## src/rtl/fre_disp_pkg.sv

```systemverilog
// Shared types and constants for the display-sharing arbiter.
package fre_disp_pkg;

  typedef enum logic [1:0] {IDLE, BLANK, SHOW} disp_state_t;

  localparam logic [19:0] DISP_MAX = 20'd999_999;

  // Bits needed for a counter that spans 0 .. n-1.
  function automatic int cnt_width(input int n);
    return (n > 1) ? $clog2(n) : 1;
  endfunction

endpackage

```

## src/rtl/fre_disp_arbiter_rr_arb2.sv

```systemverilog
// Two-way round-robin grant: when both masked requests are live, the channel
// that did not own last wins; otherwise the single live request is granted.
module rr_arb2
  import fre_disp_pkg::*;
(
  input  logic [1:0] valid,
  input  logic       last_owner,
  input  logic [1:0] mask,
  output logic [1:0] grant
);

  logic [1:0] elig;

  always_comb begin
    elig  = valid & mask;
    grant = elig;
    if (elig == 2'b11) grant = last_owner ? 2'b01 : 2'b10;
  end

endmodule

```

## src/rtl/fre_disp_arbiter.sv

```systemverilog
// Shares the six-digit display between two requesters with a minimum show
// time per grant and a blanking gap on every owner change.
//
//   state | meaning
//   IDLE  | display off, first valid request is shown immediately
//   BLANK | owner just changed, seg_en held low for BLANK_CNT cycles
//   SHOW  | owner displayed; non-owner may take over once hold_done
module fre_disp_arbiter
  import fre_disp_pkg::*;
#(
  parameter int HOLD_CNT  = 50_000_000,
  parameter int BLANK_CNT = 5_000
) (
  input  logic        sys_clk,
  input  logic        sys_rst,
  input  logic        disp_off,
  input  logic        req0_valid,
  input  logic        req1_valid,
  input  logic [19:0] req0_data,
  input  logic [19:0] req1_data,
  input  logic [5:0]  req0_point,
  input  logic [5:0]  req1_point,
  input  logic        req0_sign,
  input  logic        req1_sign,
  output logic        req0_ready,
  output logic        req1_ready,
  output logic [19:0] data,
  output logic [5:0]  point,
  output logic        sign,
  output logic        seg_en,
  output logic        owner,
  output logic        ovf
);

  localparam int HW = cnt_width(HOLD_CNT);
  localparam int BW = cnt_width(BLANK_CNT);
  localparam logic [HW-1:0] HOLD_LOAD  = HW'(HOLD_CNT - 1);
  localparam logic [BW-1:0] BLANK_LOAD = BW'(BLANK_CNT - 1);

  disp_state_t state, state_next;
  logic [HW-1:0] hold_cnt;
  logic          hold_done;
  logic [BW-1:0] blank_cnt;
  logic          last_owner;
  logic [1:0]    mask, grant;
  logic          arb_last, accept, sel;
  logic [19:0]   sel_data;
  logic [5:0]    sel_point;
  logic          sel_sign;

  rr_arb2 u_arb (
    .valid      ({req1_valid, req0_valid}),
    .last_owner (arb_last),
    .mask       (mask),
    .grant      (grant)
  );

  // In SHOW the owner is always eligible; the other channel only after hold.
  always_comb begin
    mask     = 2'b00;
    arb_last = last_owner;
    if (!disp_off) begin
      case (state)
        IDLE:    mask = 2'b11;
        SHOW: begin
          arb_last = owner;
          mask     = owner ? {1'b1, hold_done} : {hold_done, 1'b1};
        end
        default: mask = 2'b00;
      endcase
    end
  end

  assign req0_ready = grant[0];
  assign req1_ready = grant[1];
  assign accept     = |grant;
  assign sel        = grant[1];
  assign sel_data   = sel ? req1_data  : req0_data;
  assign sel_point  = sel ? req1_point : req0_point;
  assign sel_sign   = sel ? req1_sign  : req0_sign;

  always_comb begin
    state_next = state;
    case (state)
      IDLE:    if (accept) state_next = SHOW;
      SHOW:    if (owner ? grant[0] : grant[1]) state_next = BLANK;
      BLANK:   if (blank_cnt == '0) state_next = SHOW;
      default: state_next = IDLE;
    endcase
    if (disp_off) state_next = IDLE;
  end

  always_ff @(posedge sys_clk or posedge sys_rst) begin
    if (sys_rst) begin
      state      <= IDLE;
      hold_cnt   <= '0;
      hold_done  <= 1'b0;
      blank_cnt  <= '0;
      last_owner <= 1'b1;
      owner      <= 1'b0;
      data       <= '0;
      point      <= '0;
      sign       <= 1'b0;
      ovf        <= 1'b0;
      seg_en     <= 1'b0;
    end else begin
      state  <= state_next;
      seg_en <= (state_next == SHOW);
      if (accept) begin
        data       <= (sel_data > DISP_MAX) ? DISP_MAX : sel_data;
        ovf        <= (sel_data > DISP_MAX);
        point      <= sel_point;
        sign       <= sel_sign;
        owner      <= sel;
        last_owner <= sel;
      end
      // Hold timer restarts on every SHOW entry; owner updates leave it alone.
      if (state_next == SHOW && state != SHOW) begin
        hold_cnt  <= HOLD_LOAD;
        hold_done <= 1'b0;
      end else if (state == SHOW) begin
        if (hold_cnt == '0) hold_done <= 1'b1;
        else hold_cnt <= hold_cnt - 1'b1;
      end
      if (state == SHOW && state_next == BLANK) blank_cnt <= BLANK_LOAD;
      else if (state == BLANK && blank_cnt != '0) blank_cnt <= blank_cnt - 1'b1;
    end
  end

endmodule

```

## config.mk

```make
export PLATFORM = sky130hd
export DESIGN_NAME = fre_disp_arbiter
export DESIGN_NICKNAME = d
export VERILOG_FILES = /design/src/rtl/fre_disp_pkg.sv /design/src/rtl/fre_disp_arbiter_rr_arb2.sv /design/src/rtl/fre_disp_arbiter.sv
export SDC_FILE = /design/constraint.sdc
export NUM_CORES = 1
export LEC_CHECK = 0
export BUFFER_PORTS_ARGS = -buffer_cell sky130_fd_sc_hd__buf_4
export CAP_MARGIN = 40
export CORE_MARGIN = 2
export CORE_UTILIZATION = 39
export CTS_CLUSTER_DIAMETER = 30
export DETAILED_ROUTE_END_ITERATION = 16
export REMOVE_ABC_BUFFERS = 1
export SLEW_MARGIN = 0
export SYNTH_ARGS = -nofsm -noshare
export SYNTH_HDL_FRONTEND = slang
export SYNTH_HIERARCHICAL = 1
export SYNTH_SLANG_ARGS = --single-unit
```

## constraint.sdc

```tcl
create_clock -name sys_clk -period 3.2 [get_ports sys_clk]
set_input_delay 0.32 -clock sys_clk [delete_from_list [all_inputs] [get_ports sys_clk]]
set_output_delay 0.32 -clock sys_clk [all_outputs]
set_load 0.005 [all_outputs]
```

[Word-level counts from Yosys, hierarchy flattened]
Index checks and enable logic that the tools add are counted.
Storage, ports and cells
  output and inout port bits: 32
  register bits after elaboration: 73
  logic and storage cells: 60
  bits of input ports: 59
Cells by class
  $lt $le $gt $ge: 1
  reduce and logical (&&, ||, !) cells: 13
  multiplexer cells: 25
  add/sub/neg operators: 2
  equality and inequality tests: 7
  bitwise operators: 1
Operator list (number)
  $mux 26: 3
  $mux 20: 2
  $logic_not 26->1: 1
  $mux 13: 2
  $sub 26x1->26 const B: 1
  $gt 20x20->1 const B: 1
  $mux 2: 8
  $logic_not 13->1: 1
  $reduce_bool 13->1: 1
  $sub 13x1->13 const B: 1
  $mux 1: 7
  $eq 2x2->1 const B: 3
  $mux 6: 1
  $pmux 2 s3: 1
  $reduce_bool 2->1: 3
  $eq 2x1->1 const B: 2
  $ne 2x2->1 const B: 2
  $pmux 2 s2: 1
  $reduce_and 2->1: 2
  $logic_and 1x1->1: 3
  $and 2x2->2: 1
  $logic_not 2->1: 1
  $reduce_or 2->1: 1

[Logic depth before layout (Yosys ltp)]
  depth after elaboration: 14
  gate-level depth with buffers: 12
  gate-level depth less buffers: 9

[Cells and area by module]
The synthesis kept the hierarchy.
By module, submodules not included
  fre_disp_arbiter: area each 3941.3 um^2, cells an instance 423, seq. area each 1828.0 um^2, times used 1
  rr_arb2: area each 20.0 um^2, cells an instance 3, seq. area each 0.0 um^2, times used 1

[Worst setup path before layout]
Ideal clock, no wire load.
  kind: input to register
  start point: input port disp_off
  end point: register data[10]
  required time: 3074 ps
  path buffers: 2
  stages on the path: 11
  slack: 83 ps
  library setup time: 126 ps
  arrival time: 2991 ps
  path through: clkbuf_1 -> nor2_1 -> nand2_1 -> mux2_2 -> a31oi_1 -> buf_1 -> mux2i_1 -> a21o_1 -> o211ai_1 -> nand2_1 -> a221o_1
On the way
  elaborated cells between the ends (all ways): 10
  those cells by class: 1 x order compare; 1 x eq/ne; 6 x mux; 1 x bitwise; 1 x reduce/logical
RTL lines
  start, declared: RTL line fre_disp_arbiter.sv:16  | input logic disp_off,
  $mux 1 *: RTL line fre_disp_arbiter.sv:62  | if (!disp_off) begin
  named net arb_last: RTL line fre_disp_arbiter.sv:46  | logic arb_last, accept, sel;
  $mux 2 * (2 in a row): RTL line fre_disp_arbiter_rr_arb2.sv:17  | if (elig == 2'b11) grant = last_owner ? 2'b01 : 2'b10;
  named net req1_ready: RTL line fre_disp_arbiter.sv:26  | output logic req1_ready,
  $mux 20: RTL line fre_disp_arbiter.sv:78  | assign sel_data = sel ? req1_data : req0_data;
  $gt 20x20->1: RTL line fre_disp_arbiter.sv:110  | data <= (sel_data > DISP_MAX) ? DISP_MAX : sel_data;
  $mux 20: RTL line fre_disp_arbiter.sv:110
  end signal, assigned: RTL line fre_disp_arbiter.sv:110
  end, declared: RTL line fre_disp_arbiter.sv:27  | output logic [19:0] data,
Mark *: on every way through the listed nets, which the timed path passes. The rest lies on a longest branch.
A chain may end at the register's enable or synchronous reset.

[Worst setup path after layout]
  start point: register state[0]
  end point: register hold_cnt[17]
On the way
  elaborated cells between the ends (all ways): 25
  those cells by class: 6 x eq/ne; 13 x mux; 1 x bitwise; 5 x reduce/logical
RTL lines
  start, declared: RTL line fre_disp_arbiter.sv:40  | disp_state_t state, state_next;
  start signal, assigned: RTL line fre_disp_arbiter.sv:107  | state <= state_next;
  $eq 2x2->1 *: RTL line fre_disp_arbiter.sv:63  | case (state)
  $mux 1 *: RTL line fre_disp_arbiter.sv:63
  $mux 1 *: RTL line fre_disp_arbiter.sv:62
  named net arb_last: RTL line fre_disp_arbiter.sv:46
  $mux 2 * (2 in a row): RTL line fre_disp_arbiter_rr_arb2.sv:17
  $mux 1 / $reduce_or 2->1 (equally long branches): RTL line fre_disp_arbiter.sv:86, fre_disp_arbiter.sv:76
  $mux 2, on equally long branches: RTL line fre_disp_arbiter.sv:86, fre_disp_arbiter.sv:85
  $pmux 2 s3 *: RTL line fre_disp_arbiter.sv:84  | case (state)
  $mux 2 *: RTL line fre_disp_arbiter.sv:90  | if (disp_off) state_next = IDLE;
  $eq 2x2->1 *: RTL line fre_disp_arbiter.sv:118  | if (state_next == SHOW && state != SHOW) begin
  $logic_and 1x1->1 *: RTL line fre_disp_arbiter.sv:118
  $ne 2x2->1 (no source line) / $reduce_bool 2->1 (equally long branches)
  $reduce_and 2->1 (no source line)
  end signal, assigned: RTL line fre_disp_arbiter.sv:123  | else hold_cnt <= hold_cnt - 1'b1;
  end, declared: RTL line fre_disp_arbiter.sv:41  | logic [HW-1:0] hold_cnt;
Marks and branches as above.

==> flow_summary.json <==
{
  "path_common_cell": "nor2_1",
  "endpoint_kind": "flop",
  "clock-root-buffer": "clkbuf_8",
  "start_util_pct": 40.3,
  "fmax_mhz": 358,
  "slew_headroom_pct": 46.7,
  "ys_seq_area_share_pct": 46.1,
  "clkTransAtPathRegs_ps": 80,
  "grtUsageTotal_pct": 18.5,
  "rows": 36,
  "die_width_um": 105,
  "final_cell_area_mm2": 0.00505,
  "fp.coreArea_mm2": 0.00982,
  "synth_cells": 426,
  "status": "complete, no violations",
  "routed_wl_um": 9930,
  "grt_first_pass_wirelength_um": 16600,
  "n_antenna_cell": 0,
  "cts_setup_buffers": 0,
  "fin_util_pct": 51.4,
  "place_area_mm2": 0.00481,
  "syn_to_final_growth_pct": 27.5,
  "final_hold_viol_count": 0,
  "synthFlopType": "dfrtp_1",
  "setup_viol": 0,
  "cts.sink_count": 73,
  "met2_length_um": 4480,
  "synthesis.area_mm2": 0.00396,
  "min_period_ps": 2790,
  "ctsResizeCount": 0,
  "maxCapViolCount": 0,
  "syn_avg_cell_area_um2": 9.30,
  "vias": 3590,
  "preCtsSetupSlack_ps": 342,
  "fin_nets": 579,
  "antenna_found_initial": 0,
  "cts_hold_buf": 0,
  "grt_pass1_vias": 3454,
  "dr.pass1.iters": 5,
  "layout-drive-gt1-share_pct": 27.0,
  "wl_met1_um": 4780,
  "portBuffers": 90,
  "drcViolationCount": 0,
  "path_cells": "nor2_1 > nand2_1 > mux2_2 > o211a_1 > nor2_1 > or2_2 > a211o_1 > o311ai_0",
  "grt_overflow": 0,
  "grt_max_degree": 32,
  "cts_inserted_buffers": 9,
  "place.gp.congestion": 0.812,
  "p_per_area_mw_per_mm2": 613,
  "dieArea_mm2": 0.0110,
  "cts_tree": "done",
  "clockBufferDepth": 2,
  "slowest_delay_ps": 500,
  "holdCritPathClass": "input pin to asynchronous set/reset pin",
  "ys_warn_count": 6,
  "arrival_ps": 2980,
  "drv_slew": 0,
  "synth-seq-cells": 73,
  "routed.top_layer": "met4",
  "skew_ps": 7.82,
  "io_pins": 91,
  "leakage_nw": 2.07,
  "fin_crit_sh_pct": 87.3,
  "fin_cells": 656,
  "dp_hpwl_um": 7290,
  "clkLatencyLatePin_ps": 350,
  "ys_types": 61,
  "drtIter0Drc": 147,
  "ir_worst_vdd_mv": 0.253,
  "total_power_mw": 3.10,
  "rsz0062_at_grt": "false",
  "placedCellCount": 640,
  "async_reset_ff_share_pct": 100,
  "worst_path_max_delay_cell": "a211o_1",
  "route.met3.wl_um": 564,
  "crit_type": "flop to flop",
  "critical_path_required_ps": 3380,
  "r2r_setup_slack_ps": 410,
  "antenna_left": 0,
  "wl_per_cell_um": 15.1,
  "critPathMaxFanout": 15,
  "layout.cells.most_common": "buf_4",
  "layout_common_cells": "101 x buf_4, 72 x dfrtp_1, 38 x nand2_1, 36 x nor2_1, 29 x a21oi_1",
  "start_kind": "flop",
  "viasPerCell": 5.47,
  "htreeDepth": 3,
  "die_height_um": 105,
  "tightest_slew_ps": 791,
  "synth_edf_count": 0,
  "setup_slack_ps": 405
}
==> stage by stage <==
stage | setup TNS, ps | hold WS [ps]
2_1_floorplan | -53900 | 383
3_3_place_gp | 0 | 462
3_5_place_dp | 0 | 474
4_1_cts | 0 | 92.4
5_1_grt | 0 | 104
6_report | 0 | 70.4
==> worst max-delay path: cells and delay by family, from the launching register on <==
family	cells	cell delay [ps]
DFF	1	460
AOI/OAI and AO/OA	3	980
muxes	1	320
and+or+nand+nor	4	880
==> final timing paths <==
| path | depth (start not counted) | start | endpoint |
|---|---|---|---|
| min | 2 | sys_rst | data[10] |
| min reg2reg | 1 | hold_cnt[23] | hold_cnt[23] |
| max | 8 | state[0] | hold_cnt[17] |
| min in group sys_clk | 3 | req1_point[1] | point[1] |
| max reg2reg | 8 | state[0] | hold_cnt[17] |
| max in group asynchronous | 3 | sys_rst | last_owner |
==> registers in the layout (all words and copies together) (netlist names) <==
register    cells
hold_cnt       26
ovf             1
state           2
last_owner      1
data           20
seg_en          1
blank_cnt      13
owner           1
point           6
hold_done       1
sign            1
==> power breakdown <==
part | internal (mW) | switching (mW) | total (mW)
Combinational | 0.468 | 0.410 | 0.879
Clock | 0.518 | 0.363 | 0.881
Sequential | 1.14 | 0.191 | 1.34
Total | 2.13 | 0.965 | 3.10
==> cell type report <==
class / instances / area, um2
fill: 946 / 4770
multi-input combinational: 314 / 1980
sequential: 73 / 1830
timing repair buffer: 101 / 758
tap: 133 / 166
clock buffer: 9 / 124
clock inverter: 7 / 119
inverter: 19 / 71.3
==> cell families (layout without fill, tap and decap cells) <==
family	after synthesis	after routing	synth area share (%)
adders and majority gates	2	2	0.632
DFF	73	73	46.1
AOI/OAI and AO/OA	118	118	19.8
and+or+nand+nor	170	170	23.5
xor gates and xnor gates	11	11	2.43
buffers and inverters	39	136	4.17
muxes	13	13	3.35
==> synth_stat cells, drive strengths merged (6+ instances only) <==
cell    count  area share [%]
xnor2       8             1.8
clkbuf     14             1.3
dfrtp      72              45
buf         6             1.0
o22ai       9             1.4
mux2i      11             2.8
or3        14             2.5
a21oi      29             3.7
or4         8             1.6
nor2       36             3.4
inv        19             1.8
a221o       6             1.5
and2        8             1.3
o31ai       8             1.5
nor4       12             2.2
o21ai      28             3.5
nor3       12             1.6
o211ai      8             1.6
nand2      38             3.6
nand3      14             2.3
==> layer usage <==
layer	GRT usage (%)	vias up
li1	-	1764
met1	26.2	1708
met2	28.6	111
met3	4.30	7
met4	4.95	0
met5	0	-
No activity file was read; power rests on OpenSTA's default activity.
